<file path="config.mk">
export PLATFORM = sky130hd
export DESIGN_NAME = dmem_arbiter
export DESIGN_NICKNAME = d
export VERILOG_FILES = /design/src/rtl/dmem_arb_pkg.sv /design/src/rtl/rr_arb2.sv /design/src/rtl/dmem_arbiter.sv
export SDC_FILE = /design/constraint.sdc
export NUM_CORES = 1
export LEC_CHECK = 0
export CAP_MARGIN = 20
export CORE_MARGIN = 1.5
export CORE_UTILIZATION = 36
export CTS_CLUSTER_DIAMETER = 40
export DETAILED_ROUTE_END_ITERATION = 12
export GPL_TIMING_DRIVEN = 0
export PLACE_DENSITY_LB_ADDON = 0.2
export SYNTH_ARGS = -nofsm -noshare
export SYNTH_HDL_FRONTEND = slang
export SYNTH_SLANG_ARGS = --single-unit
</file>
<file path="constraint.sdc">
create_clock -name clk -period 1.51 [get_ports clk]
set_clock_uncertainty 0.2 [all_clocks]
set_input_delay 0.151 -clock clk [delete_from_list [all_inputs] [get_ports clk]]
set_output_delay 0.151 -clock clk [all_outputs]
set_load 0.05 [all_outputs]
</file>
<file path="src/rtl/dmem_arb_pkg.sv">
// Shared types for the data-memory arbiter: FSM states, grant encoding, counter sizing.
// The optional wait counters in dmem_arbiter are enabled by the DMEM_ARB_PERF_EN macro.
package dmem_arb_pkg;

  typedef enum logic [1:0] {IDLE, ISSUE, WAIT, DONE} arb_state_t;

  typedef enum logic {GNT_CPU, GNT_HOST} gnt_t;

  // Width of a down-counter that must hold values 0..lat.
  function automatic int unsigned lat_cnt_w(input int unsigned lat);
    return (lat < 2) ? 1 : $clog2(lat + 1);
  endfunction

endpackage

</file>
<file path="src/rtl/rr_arb2.sv">
// Two-way round-robin pick (CPU vs HOST) with a registered last-grant pointer.
// Reusable for any two-requester single-port resource.
module rr_arb2
  import dmem_arb_pkg::*;
(
  input  logic clk,
  input  logic rst,
  input  logic cpu_req_i,
  input  logic host_req_i,
  input  logic take_i,
  output logic valid_c_o,
  output logic gnt_host_c_o
);

  gnt_t last_q, last_d;
  gnt_t pick_c;

  // On a tie the side that did not win last time is preferred.
  always_comb begin
    pick_c = GNT_CPU;
    last_d = last_q;
    if (cpu_req_i && host_req_i) begin
      pick_c = (last_q == GNT_HOST) ? GNT_CPU : GNT_HOST;
    end else if (host_req_i) begin
      pick_c = GNT_HOST;
    end
    if (take_i && (cpu_req_i || host_req_i)) begin
      last_d = pick_c;
    end
  end

  always_ff @(posedge clk) begin
    if (rst) begin
      last_q <= GNT_HOST;
    end else begin
      last_q <= last_d;
    end
  end

  assign valid_c_o    = cpu_req_i | host_req_i;
  assign gnt_host_c_o = (pick_c == GNT_HOST);

endmodule

</file>
<file path="src/rtl/dmem_arbiter.sv">
// Serialises core load/store and host accesses onto the single-port data memory.
// Define DMEM_ARB_PERF_EN to add per-side saturating wait-cycle counters.
module dmem_arbiter
  import dmem_arb_pkg::*;
#(
  parameter int unsigned Bits    = 32,
  parameter int unsigned MemSize = 32,
  parameter int unsigned MemLat  = 1,
  localparam int unsigned AW     = $clog2(MemSize)
) (
  input  logic            clk,
  input  logic            rst,
  input  logic            cpu_req,
  input  logic            cpu_we,
  input  logic [AW-1:0]   cpu_addr,
  input  logic [Bits-1:0] cpu_wdata,
  output logic [Bits-1:0] cpu_rdata,
  output logic            cpu_done,
  output logic            cpu_stall,
  input  logic            host_req,
  input  logic            host_we,
  input  logic [AW-1:0]   host_addr,
  input  logic [Bits-1:0] host_wdata,
  output logic [Bits-1:0] host_rdata,
  output logic            host_ack,
`ifdef DMEM_ARB_PERF_EN
  output logic [31:0]     cpu_wait_cnt,
  output logic [31:0]     host_wait_cnt,
`endif
  output logic            mem_en,
  output logic            mem_we,
  output logic [AW-1:0]   mem_addr,
  output logic [Bits-1:0] mem_wdata,
  input  logic [Bits-1:0] mem_rdata
);

  localparam int unsigned CntW = lat_cnt_w(MemLat);

  arb_state_t      state_q, state_d;
  gnt_t            gnt_q, gnt_d;
  logic [CntW-1:0] cnt_q, cnt_d;
  logic            we_q, we_d;
  logic            mem_en_q, mem_en_d;
  logic            mem_we_q, mem_we_d;
  logic [AW-1:0]   mem_addr_q, mem_addr_d;
  logic [Bits-1:0] mem_wdata_q, mem_wdata_d;
  logic [Bits-1:0] cpu_rdata_q, cpu_rdata_d;
  logic [Bits-1:0] host_rdata_q, host_rdata_d;
  logic            cpu_done_q, cpu_done_d;
  logic            host_ack_q, host_ack_d;

  logic            arb_valid_c;
  logic            arb_host_c;
  logic            take_c;

  rr_arb2 u_rr_arb2 (
    .clk          (clk),
    .rst          (rst),
    .cpu_req_i    (cpu_req),
    .host_req_i   (host_req),
    .take_i       (take_c),
    .valid_c_o    (arb_valid_c),
    .gnt_host_c_o (arb_host_c)
  );

  // Next-state and registered-output decode.
  always_comb begin
    state_d      = state_q;
    gnt_d        = gnt_q;
    cnt_d        = cnt_q;
    we_d         = we_q;
    mem_en_d     = 1'b0;
    mem_we_d     = 1'b0;
    mem_addr_d   = mem_addr_q;
    mem_wdata_d  = mem_wdata_q;
    cpu_rdata_d  = cpu_rdata_q;
    host_rdata_d = host_rdata_q;
    cpu_done_d   = 1'b0;
    host_ack_d   = 1'b0;
    take_c       = 1'b0;
    unique case (state_q)
      IDLE: begin
        if (arb_valid_c) begin
          take_c   = 1'b1;
          mem_en_d = 1'b1;
          state_d  = ISSUE;
          if (arb_host_c) begin
            gnt_d       = GNT_HOST;
            we_d        = host_we;
            mem_we_d    = host_we;
            mem_addr_d  = host_addr;
            mem_wdata_d = host_wdata;
          end else begin
            gnt_d       = GNT_CPU;
            we_d        = cpu_we;
            mem_we_d    = cpu_we;
            mem_addr_d  = cpu_addr;
            mem_wdata_d = cpu_wdata;
          end
        end
      end
      ISSUE: begin
        cnt_d   = CntW'(MemLat);
        state_d = WAIT;
      end
      WAIT: begin
        if (cnt_q == CntW'(1)) begin
          state_d = DONE;
          if (gnt_q == GNT_HOST) begin
            host_ack_d = 1'b1;
            if (!we_q) host_rdata_d = mem_rdata;
          end else begin
            cpu_done_d = 1'b1;
            if (!we_q) cpu_rdata_d = mem_rdata;
          end
        end else begin
          cnt_d = cnt_q - CntW'(1);
        end
      end
      DONE: begin
        state_d = IDLE;
      end
      default: state_d = IDLE;
    endcase
  end

  always_ff @(posedge clk) begin
    if (rst) begin
      state_q      <= IDLE;
      gnt_q        <= GNT_CPU;
      cnt_q        <= '0;
      we_q         <= 1'b0;
      mem_en_q     <= 1'b0;
      mem_we_q     <= 1'b0;
      mem_addr_q   <= '0;
      mem_wdata_q  <= '0;
      cpu_rdata_q  <= '0;
      host_rdata_q <= '0;
      cpu_done_q   <= 1'b0;
      host_ack_q   <= 1'b0;
    end else begin
      state_q      <= state_d;
      gnt_q        <= gnt_d;
      cnt_q        <= cnt_d;
      we_q         <= we_d;
      mem_en_q     <= mem_en_d;
      mem_we_q     <= mem_we_d;
      mem_addr_q   <= mem_addr_d;
      mem_wdata_q  <= mem_wdata_d;
      cpu_rdata_q  <= cpu_rdata_d;
      host_rdata_q <= host_rdata_d;
      cpu_done_q   <= cpu_done_d;
      host_ack_q   <= host_ack_d;
    end
  end

`ifdef DMEM_ARB_PERF_EN
  logic [31:0] cpu_wait_q, cpu_wait_d;
  logic [31:0] host_wait_q, host_wait_d;

  // Count requesting cycles outside the side's own DONE cycle, saturating.
  always_comb begin
    cpu_wait_d  = cpu_wait_q;
    host_wait_d = host_wait_q;
    if (cpu_req && !(state_q == DONE && gnt_q == GNT_CPU) && (cpu_wait_q != '1)) begin
      cpu_wait_d = cpu_wait_q + 32'd1;
    end
    if (host_req && !(state_q == DONE && gnt_q == GNT_HOST) && (host_wait_q != '1)) begin
      host_wait_d = host_wait_q + 32'd1;
    end
  end

  always_ff @(posedge clk) begin
    if (rst) begin
      cpu_wait_q  <= '0;
      host_wait_q <= '0;
    end else begin
      cpu_wait_q  <= cpu_wait_d;
      host_wait_q <= host_wait_d;
    end
  end

  assign cpu_wait_cnt  = cpu_wait_q;
  assign host_wait_cnt = host_wait_q;
`endif

  assign mem_en     = mem_en_q;
  assign mem_we     = mem_we_q;
  assign mem_addr   = mem_addr_q;
  assign mem_wdata  = mem_wdata_q;
  assign cpu_rdata  = cpu_rdata_q;
  assign host_rdata = host_rdata_q;
  assign cpu_done   = cpu_done_q;
  assign host_ack   = host_ack_q;
  // The core advances in its done cycle, so the stall drops there.
  assign cpu_stall  = cpu_req & ~cpu_done_q;

endmodule
</file>
* After elaboration in Yosys (flattened, before gate mapping) *
Cells that the tools add are included.

word-level totals
  logic and storage cells = 55
  output and inout port bits = 106
  flip-flop bits (word level) = 111
  bits of input ports = 112

operators by class
  multiplexer cells = 16
  reduce and logical (&&, ||, !) cells = 11
  equal/unequal tests = 5
  bitwise operators = 9
  add/sub/neg operators = 1

operators with widths
  kind                                                  count
  two-way mux 32 bit                                    1
  two-way mux 1 bit                                     10
  one-hot mux 2 bit (4 select lines)                    1
  AND reduction 4 bit                                   2
  NOT 1 bit                                             7
  OR reduction 3 bit                                    2
  two-way mux 5 bit                                     1
  equality test 2 bit (second input constant)           2
  two-way mux 2 bit                                     2
  inequality test 2 bit (second input constant)         2
  AND reduction 2 bit                                   2
  equality test 2 x 1 -> 1 bit (second input constant)  1
  logical AND 1 bit                                     2
  zero test 2 bit                                       1
  one-hot mux 1 bit (2 select lines)                    1
  nonzero test 2 bit                                    1
  AND 1 bit                                             1
  logical OR 1 bit                                      1
  bitwise OR 1 bit                                      1
  subtractor 1 bit (second input constant)              1

* Logic depth before layout (Yosys ltp) *
  word-level depth = 4
  depth in mapped cells = 7

* Cells and area by module *
From an unflattened synthesis, not the netlist that was laid out.

second synthesis, totals
  cells, all modules = 493
  area, all modules = 4,327.9 sq um

modules (own cells, without submodules)
  module        cells an instance  times used  area each (sq um)  sequential area each (sq um)
  dmem_arbiter  487                1           4,271.6            2,202.1
  rr_arb2       6                  1           56.3               20.0

* Worst setup path after synthesis *
Ideal clock, no wire load.

  path kind = register to register
  from = reg state_q[0]
  to = reg mem_wdata_q[18] (netlist: mem_wdata[18])
  buffers on the path = 2
  period minus slack after synthesis = 1.604 ns
  path slack = -0.094 ns
  arrival time = 1.323 ns
  stages on the path, launching flop included = 8
  cell sequence = dfxtp_1 inv_1 ha_1 o21a_1 buf_4 buf_2 nor2_1 a211oi_2

on the way
  cells in the longest elaborated chain, start to end = 2

RTL lines
  what                                  line                 source
  start, declared                       dmem_arbiter.sv:39   arb_state_t state_q, state_d;
  start signal, assigned                dmem_arbiter.sv:142  state_q <= state_d;
  zero test 2 bit                       dmem_arbiter.sv:81   unique case (state_q)
  AND reduction 2 bit (no source line)  -
  end signal, assigned                  dmem_arbiter.sv:149  mem_wdata_q <= mem_wdata_d;
  end, declared                         dmem_arbiter.sv:46   logic [Bits-1:0] mem_wdata_q, mem_wdata_d;

No other way between the ends.
A chain may end at the register's enable or synchronous reset.

* Worst setup path after layout *
  from = reg state_q[0]
  to = reg cpu_rdata_q[5] (netlist: cpu_rdata[5])

on the way
  cells in the longest elaborated chain, start to end = 2

RTL lines
  what                                  line                 source
  equality test 2 bit                   dmem_arbiter.sv:81
  AND reduction 4 bit (no source line)  -
  end signal, assigned                  dmem_arbiter.sv:150  cpu_rdata_q <= cpu_rdata_d;
  end, declared                         dmem_arbiter.sv:47   logic [Bits-1:0] cpu_rdata_q, cpu_rdata_d;

No other way between the ends.

==> run_results.csv <==
group,metric,value,unit
sta,max_slew.worst_pin.slew,0.565,ns
setup_path,data_required_time_at_the_worst_endpoint,1.58,ns
floorplanning,fp.coreArea,11600,um2
global_route,grt_antenna_before_repair,0,
cts,cts_buffers,9,
setup_path,r2r_slack,-0.15,ns
cts,cts_max_level,3,
placement,post-dp-hpwl,10500,um
yosys,average_cell_area_after_synthesis,8.17,um2
run,cap_viol_max_count,0,
setup_path,reg2reg_depth,7,
sta,min_period,1.66,ns
run_status,outcome,"finished, violations left",
layout,filler_cell_count,825,
global_route,number_of_global_route_vias_before_repair,4891,
layout,post_route_cells_drive_above_1_share,48.5,%
yosys,post_synth_main_area_contributors,"dfxtp_1 (51%), nand2_1 (14%), a21oi_1 (12%)",
min_path,type_of_the_most_critical_hold_path,"input pin to flip-flop",
pwr,irDropWorstVdd,0.00100,V
layout,area_delta_synth_final,96.4,%
sta,worst_slack,-0.147,ns
setup_path,crit_type,"flip-flop to flip-flop",
yosys,yosys_warning_total,0,
yosys,postSynth.topFlopCell,"dfxtp_1",
global_route,grt-ovfl-total,0,
global_route,groute.usage.overall,23.4,%
pwr,total_leakage_power,3.27,nW
yosys,ys_seq_area_share,51.1,%
yosys,synth_fp_nets,647,
cts,clk_transition_reported_paths,0.08,ns
setup_path,cpMaxStageDelayCell,"dfxtp_2",
yosys,syn-cell-area,4350,um2
drt,routedWlPerCell,17.8,um
floorplanning,floorplan.die.width,113,um
sta,drv_slew,0,
yosys,synth_cell_type_count,30,
pwr,powerDensity,1600,nW/um2
pwr,share_clk_of_total_power,21.5,%
drt,drt_first_pass_iters,4,
pwr,p_seq_share,28.4,%
setup_path,worstSetupStartpoint,"state_q[0]",
cts,cts_root_buf,"clkbuf_16",
sta,fin_tns_setup,-3.96,ns
setup_path,cp-endpoint,"cpu_rdata[5]",
cts,clock_path_buffers,2,
placement,io_buffer_count,217,
sta,period_share,110,%
drt,detailedRoute.firstIterationViolations,275,
placement,place_congestion,0.764,
placement,post-place-cells,892,
cts,cts_hold_repair.buffers,0,
placement,pre_cts_ws,-0.742,ns
sta,setup_viol,86,
pwr,power.switching_fraction,40.7,%
setup_path,timing.critical_path.max_delay_family,"buffers and inverters",
setup_path,critical_path_buffer_and_inverter_count,3,
yosys,synthDominantCellAreaShare,51.1,%
setup_path,crit_path_cell_trace,"inv_4 -> ha_4 -> and4bb_1 -> buf_6 -> buf_6 -> nand2_1 -> a21oi_1",
yosys,netlist_instances,532,
pwr,pwr-share-comb,50.1,%
yosys,fraction_of_registers_with_async_set_reset,0,%
drt,drc,0,
setup_path,worst_r2r_endpoint,"cpu_rdata[5]",
setup_path,rr_startpoint,"state_q[0]",
drt,ant_nets,0,
global_route,grt_max_degree,19,
drt,finalWirelength,16500,um
layout,layoutNonFillerInstCount,931,
setup_path,crit_path_max_fanout,8,
yosys,synth_area_leader_cell,"dfxtp_1",
pwr,power_switching,5.54,mW
yosys,ys_seq_elements,111,
setup_path,critPathMostFrequentCell,"buf_6",
sta,fmax,604,MHz
sta,max_slew_margin,62.3,%
setup_path,path_depth,7,
global_route,grt_first_pass_wirelength,23800,um
floorplanning,die_area,12700,um2
cts,tritoncts_clock_tree,"built",
pwr,internal-power,8.07,mW
setup_path,worst-endpoint-arrival,1.73,ns
setup_path,critPathLaunchType,"flip-flop",
setup_path,crit_path_end_kind,"flip-flop",
floorplanning,rows,39,
setup_path,critical_path.max_stage_delay,0.34,ns
sta,rsz0062_at_grt,"yes",
run_status,violated_checks,"setup timing",
drt,per_cell_via_count_in_the_routed_design,5.12,
sta,hold_viol_final,0,
layout,antenna_cells_inserted,0,
floorplanning,pin_count,218,
drt,vias,4769,
floorplanning,starting_utilization_of_the_core_area,37.4,%
cts,worst_skew_pair.late_latency,0.35,ns
yosys,synth-edff-count,0,
layout,final_nets,898,
cts,clkSinkCount,111,
floorplanning,die_h,113,um
[power groups by stage]
stage	registers, mW	clock network (mW)	logic, mW
4_1_cts	3.79	2.95	5.90
5_1_grt	3.93	3.07	7.20
3_5_place_dp	3.80	0	5.05
6_report	3.86	2.93	6.82
2_1_floorplan	5.26	0	1.89
3_3_place_gp	3.77	0	4.96
[worst reg2reg max path, cell delays in order, from the launching register on]
cell and delay, ns:
dfxtp_2 0.34, inv_4 0.08, ha_4 0.15, and4bb_1 0.21, buf_6 0.18, buf_6 0.16, nand2_1 0.07, a21oi_1 0.19
[cells by family after synthesis]
group | synth area share, %
and+or+nand+nor | 20.2
muxes | 0.461
AOI/OAI and AO/OA | 22.2
DFF | 51.1
adders and majority gates | 0.864
buffers and inverters | 5.15
[synthesized netlist by cell type, types with 2 or more instances]
master and instances:
a211oi_1 18, a211oi_2 20, a21oi_1 103, buf_2 20, buf_4 5, clkbuf_1 17
dfxtp_1 111, ha_1 3, inv_1 3, mux2i_1 2, nand2_1 166, nand2b_1 2
nor2_1 43, nor3_1 2, o21a_1 2
[registers in the layout (all words and copies together), names as in the netlist]
signal and count:
mem_addr 5, mem_wdata 32, host_rdata 32, u_rr_arb2.last_q 1, cpu_rdata 32, cpu_done 1
host_ack 1, mem_en 1, cnt_q 1, gnt_q 1, we_q 1, state_q 2
mem_we 1
[how the worst min path moves through the flow]
| stage | startpoint | endpoint | slack, ns | cells past startpoint |
|---|---|---|---|---|
| 6_report | cpu_wdata[0] | mem_wdata[0] | 0.15 | 3 |
| 3_5_place_dp | host_rdata[16] | host_rdata[16] | 0.25 | 2 |
| 3_3_place_gp | cpu_rdata[3] | cpu_rdata[3] | 0.24 | 2 |
| 4_1_cts | cpu_wdata[4] | mem_wdata[4] | 0.14 | 3 |
| 5_1_grt | cpu_wdata[14] | mem_wdata[14] | 0.16 | 3 |
| 2_1_floorplan | mem_rdata[21] | cpu_rdata[21] | 0.09 | 2 |
[through the flow]
stage	hold WS (ns)	utilization, %	area [um2]	total power [mW]
floorplan	0.0870	-	4370	7.15
global placement	0.241	57.8	6720	8.73
detailed placement	0.247	57.8	6720	8.85
CTS	0.139	66.2	7690	12.6
global route	0.164	73.5	8540	14.2
finish	0.152	73.5	8540	13.6
[cell type report]
| type | instances | area, um2 | area share, % |
|---|---|---|---|
| Buffer | 41 | 407 | 4.76 |
| Clock buffer | 9 | 225 | 2.64 |
| Clock inverter | 7 | 145 | 1.70 |
| Inverter | 3 | 16.3 | 0.191 |
| Multi-Input combinational cell | 375 | 2750 | 32.2 |
| Sequential cell | 111 | 2230 | 26.1 |
| Tap cell | 143 | 179 | 2.10 |
| Timing Repair Buffer | 242 | 2590 | 30.3 |
[routing by layer]
layer / track usage, % / up-vias / part of all wire, %
li1: - / 2276 / -
met1: 25.9 / 2292 / 40
met2: 42.2 / 173 / 50
met3: 6.80 / 28 / 6.8
met4: 9.50 / 0 / 2.4
met5: 0 / - / 0
[cell usage in the layout (no fill, tap or decap), types with 9 or more instances in the layout]
| cell | synthesis | final |
|---|---|---|
| a211oi_2 | 20 | 33 |
| buf_8 | 0 | 10 |
| clkbuf_16 | 0 | 12 |
| dfxtp_1 | 111 | 108 |
| clkdlybuf4s50_1 | 0 | 109 |
| buf_6 | 1 | 20 |
| nand2_2 | 0 | 14 |
| nand2_4 | 0 | 36 |
| nand2_1 | 166 | 116 |
| a21oi_2 | 0 | 70 |
| a21oi_1 | 103 | 31 |
| clkbuf_2 | 0 | 11 |
| clkdlybuf4s15_2 | 0 | 97 |
| nor2_1 | 43 | 18 |
| nor2_2 | 0 | 12 |
| buf_2 | 20 | 9 |
| buf_4 | 5 | 11 |
| nor2_4 | 0 | 13 |
[timing repair]
action,CTS,global route
pin swaps,27,99
resized for setup,416,245
setup buffers,11,2
setup endpoints to repair,214,107
endpoints found under the hold margin,0,0
gates cloned,7,5
No activity file was read; power rests on OpenSTA's default activity.
